### src/rtl/ula_det_ctrl.sv
// Request-side controller for the ULA determinant engine.
// Latches a request matrix, runs the engine's level start/done handshake,
// captures the 8-bit determinant and returns it as a one-cycle response.
// Both the RUN and DRAIN phases have their own timeout so a hung engine
// cannot wedge the coprocessor.
module ula_det_ctrl #(
  // Legal range 2..65535; the 16-bit counter holds TIMEOUT_CYCLES-1.
  parameter int unsigned TIMEOUT_CYCLES = 1024
) (
  input  logic         clk,
  input  logic         rst_n,
  input  logic         req,
  input  logic [199:0] req_matrix,
  output logic         busy,
  output logic         rsp_valid,
  output logic [7:0]   rsp_det,
  output logic         rsp_timeout,
  output logic [199:0] eng_matrix,
  output logic         eng_start,
  input  logic         eng_done,
  input  logic [7:0]   eng_det
);

  localparam logic [15:0] CntMax = 16'(TIMEOUT_CYCLES - 1);

  typedef enum logic [2:0] {
    StIdle,
    StLoad,
    StRun,
    StDrain,
    StResp
  } state_e;

  state_e         state_q, state_d;
  logic [15:0]    cnt_q, cnt_d;
  logic [199:0]   matrix_q, matrix_d;
  logic [7:0]     det_q, det_d;
  logic           timeout_q, timeout_d;

  // State and datapath registers; async reset returns everything to zero.
  always_ff @(posedge clk or negedge rst_n) begin
    if (!rst_n) begin
      state_q   <= StIdle;
      cnt_q     <= '0;
      matrix_q  <= '0;
      det_q     <= '0;
      timeout_q <= 1'b0;
    end else begin
      state_q   <= state_d;
      cnt_q     <= cnt_d;
      matrix_q  <= matrix_d;
      det_q     <= det_d;
      timeout_q <= timeout_d;
    end
  end

  // Next-state logic for the handshake sequence and response capture.
  always_comb begin
    state_d   = state_q;
    cnt_d     = cnt_q;
    matrix_d  = matrix_q;
    det_d     = det_q;
    timeout_d = timeout_q;

    unique case (state_q)
      StIdle: begin
        if (req) begin
          matrix_d  = req_matrix;
          det_d     = '0;
          timeout_d = 1'b0;
          state_d   = StLoad;
        end
      end

      // One settle cycle so eng_matrix is stable before start rises.
      StLoad: begin
        cnt_d   = '0;
        state_d = StRun;
      end

      // Done takes priority over a timeout landing on the same edge.
      StRun: begin
        if (eng_done) begin
          det_d     = eng_det;
          timeout_d = 1'b0;
          cnt_d     = '0;
          state_d   = StDrain;
        end else if (cnt_q == CntMax) begin
          det_d     = '0;
          timeout_d = 1'b1;
          cnt_d     = '0;
          state_d   = StDrain;
        end else begin
          cnt_d = cnt_q + 16'd1;
        end
      end

      // Wait for the engine to release done; a stuck done keeps the captured det.
      StDrain: begin
        if (!eng_done) begin
          state_d = StResp;
        end else if (cnt_q == CntMax) begin
          timeout_d = 1'b1;
          state_d   = StResp;
        end else begin
          cnt_d = cnt_q + 16'd1;
        end
      end

      StResp: begin
        state_d = StIdle;
      end

      default: begin
        state_d = StIdle;
      end
    endcase
  end

  // Outputs decoded from registered state, so they are glitch-free per cycle.
  always_comb begin
    busy        = (state_q != StIdle);
    rsp_valid   = (state_q == StResp);
    eng_start   = (state_q == StRun);
    eng_matrix  = matrix_q;
    rsp_det     = det_q;
    rsp_timeout = timeout_q;
  end

endmodule

### config.mk
export PLATFORM = sky130hd
export DESIGN_NAME = ula_det_ctrl
export DESIGN_NICKNAME = d
export VERILOG_FILES = /design/src/rtl/ula_det_ctrl.sv
export SDC_FILE = /design/constraint.sdc
export NUM_CORES = 1
export LEC_CHECK = 0
export ABC_AREA = 1
export BUFFER_PORTS_ARGS = -buffer_cell sky130_fd_sc_hd__buf_2
export CAP_MARGIN = 20
export CORE_MARGIN = 8
export CORE_UTILIZATION = 44
export CTS_CLUSTER_SIZE = 10
export DETAILED_ROUTE_END_ITERATION = 8
export MAX_ROUTING_LAYER = met4
export PLACE_DENSITY = 0.74
export RECOVER_POWER = 50
export SYNTH_ARGS = -nofsm -noshare
export SYNTH_HDL_FRONTEND = slang
export SYNTH_SLANG_ARGS = --single-unit
### constraint.sdc
create_clock -name clk -period 1.57 [get_ports clk]
set_input_delay 0.157 -clock clk [delete_from_list [all_inputs] [get_ports clk]]
set_output_delay 0.157 -clock clk [all_outputs]
set_load 0.01 [all_outputs]
==> impl_metrics.json <==
{
  "status": "finished, violations left",
  "violations": "setup timing",
  "root_buffer": "clkbuf_16",
  "hold_viol_final": 0,
  "synth_simple_gate_area_share_pct": 6.52,
  "rr_startpoint": "state_q[0]",
  "path_cells": "nor2_2 > inv_2 > nor2_4 > buf_8 > nand2_8 > buf_16 > mux2_4",
  "synth_top_family_by_area": "multiplexers",
  "arrival_ns": 2.05,
  "routabilityCongestion": 0.813,
  "path_clk_slew_ns": 0.06,
  "relSlewSlack_pct": 34.9,
  "drv_cap": 0,
  "grt_antenna_before_repair": 9,
  "syn_inst": 650,
  "synth-compound-area-share_pct": 0.884,
  "place_area_sq_mm": 0.0125,
  "cts_max_level": 1,
  "syn_area_sq_mm": 0.0100,
  "critPathMaxStageDelay_ns": 0.38,
  "portBuffers": 423,
  "muxShareOfSynthArea_pct": 29.9,
  "stdcell_area_sq_mm": 0.0159,
  "sequentialPowerShare_pct": 35.3,
  "hold_path_end": "rsp_timeout",
  "hold_slack_ns": 0.221,
  "wire_per_inst_um": 22.5,
  "multiInputGateArea_sq_mm": 0.00396,
  "ys_seq_area_share_pct": 56.8,
  "hold_start": "req",
  "core_sq_mm": 0.0225,
  "fillers": 1413,
  "area_growth_pct": 57.9,
  "max_freq_mhz": 603,
  "intPower_w": 0.0196,
  "clock_power_share_pct": 18.0,
  "grt_pass1_wl_um": 54000,
  "via_count": 8175,
  "fin_crit_sh_pct": 106,
  "die_x_um": 167,
  "start_kind": "flop",
  "vdd_drop_max_uv": 1260,
  "routed_wirelength_um": 37100,
  "hold_class": "in2reg",
  "insertion_delay_ns": 0.51,
  "combPwrFrac_pct": 46.7,
  "swShare_pct": 34.9,
  "rsz0062_at_grt": "true",
  "finalSetupViolCount": 203,
  "cp.required_ns": 1.96,
  "antenna_left": 0,
  "crit_type": "reg2reg",
  "p_leak_nw": 8.53,
  "cp_max_fo": 17,
  "cp_top_family": "buffers and inverters",
  "endpoint_kind": "flop",
  "drt-initial-drc-count": 500,
  "grt_pass1_vias": 9038,
  "min_path_cells": 4,
  "track_usage_pct": 25.3,
  "switching_power_w": 0.0105,
  "seq_area_sq_mm": 0.00571,
  "start_util_pct": 44.7,
  "rrSetupSlack_ns": -0.09,
  "clkSinkCount": 228,
  "slew_violations": 0,
  "worst-path-buf-inv": 3,
  "slowest_stage": "dfrtp_1",
  "synth_xor_area_share_pct": 0.261,
  "io_pins": 424,
  "dieArea_sq_mm": 0.0279,
  "dp_worst_setup_slack_ns": -0.0405,
  "finalCriticalPeriod_ns": 1.66,
  "cts_tree": "done",
  "die_h_um": 167,
  "clock_path_buffers": 3,
  "dp_hpwl_um": 21500,
  "rows": 55,
  "syn-num-nets": 863,
  "synth_fa_ha_area_share_pct": 0.125,
  "grt_max_degree": 50,
  "clock_skew_ns": 0.0109,
  "num-nets-final": 1566,
  "numCtsBuffers": 27,
  "yosysWarnings": 0,
  "via_per_inst": 4.96,
  "p_per_area_mw_per_mm2": 1900,
  "drt_drc_violations_left": 0,
  "grt_overflow_total": 0,
  "syn_area_per_cell_sq_um": 15.5,
  "tightest_slew_ns": 0.977,
  "r2r_end": "eng_matrix[183]",
  "dr.pass1.iters": 6,
  "ff2ff_path_depth": 7,
  "ys_seq_elements": 228,
  "fin_ws_ns": -0.0887,
  "total_power_w": 0.0301,
  "synth_cell_type_count": 27,
  "layout-drive-gt1-share_pct": 55.7
}
cells in the mapped netlist:
library cell / instances / area [sq um]
buf_4: 1 / 7.51
nor3_4: 1 / 16.3
inv_1: 27 / 101
nor2_2: 4 / 25.0
o2111ai_1: 1 / 8.76
o211ai_2: 1 / 12.5
mux2_4: 200 / 3000
nand3_2: 1 / 10.0
nor2_4: 1 / 11.3
or2_2: 1 / 6.26
nor2_1: 19 / 71.3
nand4_1: 6 / 37.5
dfrtp_1: 228 / 5710
nand2_1: 97 / 364
o21ai_0: 6 / 30.0
a21oi_1: 1 / 5.00
ha_1: 1 / 12.5
nand2_4: 1 / 11.3
buf_12: 22 / 440
xor2_1: 1 / 8.76
xnor2_1: 2 / 17.5
nand3_1: 16 / 80.1
a211oi_1: 1 / 7.51
nand2_2: 2 / 12.5
inv_2: 2 / 7.51
o21ai_1: 5 / 25.0
nor3_1: 2 / 10.0
worst max path at each step:
| stage | start | to | slack (ns) | cells after the start |
|---|---|---|---|---|
| after floorplan | cnt_q[0] | cnt_q[4] | 0.06 | 10 |
| after global placement | state_q[0] | eng_matrix[152] | -0.003 | 6 |
| after detailed placement | state_q[0] | eng_matrix[133] | -0.04 | 6 |
| after CTS | state_q[2] | eng_start | -0.10 | 5 |
| after global routing | state_q[0] | eng_matrix[124] | -0.15 | 7 |
| final | state_q[0] | eng_matrix[183] | -0.09 | 7 |
worst register-to-register path: stages (launching register included):
cell,delay [ns]
dfrtp_1,0.38
nor2_2,0.15
inv_2,0.07
nor2_4,0.12
buf_8,0.17
nand2_8,0.12
buf_16,0.22
mux2_4,0.33
layout make-up:
class                   count  area share [%]
flip-flops and latches    228            36.0
repair buffers            695            31.4
multi-input cells         372            25.0
clock buffers              30            4.39
well taps                 285            2.25
inverters                  29           0.765
diodes                      9           0.142
clock inverters             1          0.0552
registers in the layout (all words and copies together), names as in the netlist:
name and count:
rsp_timeout 1, eng_matrix 200, cnt_q 16, state_q 3, rsp_det 8
layer usage:
layer	vias to the layer above	wire length, um	part of all wire (%)	GRT usage, %
met4	0	1570	4.2	11.4
li1	3623	-	-	-
met3	99	2120	5.7	5.31
met2	359	19800	53	45.0
met1	4094	13600	37	26.9
met5	-	0	0	-
cells by family after synthesis:
kind of cell / Yosys count
and+or+nand+nor: 151
adders and majority gates: 1
xor gates and xnor gates: 3
buffers and inverters: 52
DFF: 228
AOI/OAI and AO/OA: 15
muxes: 200
power by group through the flow:
stage	Combinational (W)	Clock (W)	Sequential (W)
CTS	0.0130	0.00546	0.0103
floorplan	0.00649	0	0.0116
global route	0.0148	0.00581	0.0109
global placement	0.0120	0	0.0103
finish	0.0141	0.00542	0.0106
detailed placement	0.0123	0	0.0103
timing repair:
item,in CTS,in global routing
setup buffers,2,11
hold buffers,210,0
cloned,1,11
pin swaps,2,12
hold endpoints to repair,437,0
resized for setup,12,58
endpoints found under the setup margin,155,228
metrics by stage:
stage	util [%]	cells	TNS [ns]
global route	70.5	1649	-25.50
finish	70.5	1649	-12.33
detailed placement	55.4	1374	-2.57
CTS	68.2	1618	-12.72
floorplan	-	650	0
global placement	55.4	1374	-0.0267
layout by cell type (no fill, tap or decap), types with 2 or more instances in the layout:
| cell type | synthesis | final |
|---|---|---|
| nand2_4 | 1 | 5 |
| nand2_1 | 97 | 87 |
| clkbuf_1 | 0 | 2 |
| buf_2 | 0 | 420 |
| nand2_8 | 0 | 3 |
| nor2_1 | 19 | 16 |
| o21ai_0 | 6 | 3 |
| diode_2 | 0 | 9 |
| clkbuf_2 | 0 | 4 |
| nand3_2 | 1 | 3 |
| buf_4 | 1 | 30 |
| nand3_1 | 16 | 12 |
| dfrtp_1 | 228 | 225 |
| clkbuf_16 | 0 | 35 |
| buf_16 | 0 | 2 |
| nand2_2 | 2 | 7 |
| nor2_2 | 4 | 3 |
| mux2_4 | 200 | 200 |
| xnor2_1 | 2 | 2 |
| dfrtp_2 | 0 | 3 |
| buf_12 | 22 | 5 |
| nor2_4 | 1 | 5 |
| nor3_1 | 2 | 2 |
| inv_1 | 27 | 24 |
| dlygate4sd3_1 | 0 | 210 |
| nand4_1 | 6 | 6 |
| buf_6 | 0 | 14 |
| inv_2 | 2 | 3 |
| nand3_4 | 0 | 2 |
| inv_6 | 0 | 2 |
| o21ai_1 | 5 | 7 |
No activity file was read; power rests on OpenSTA's default activity.
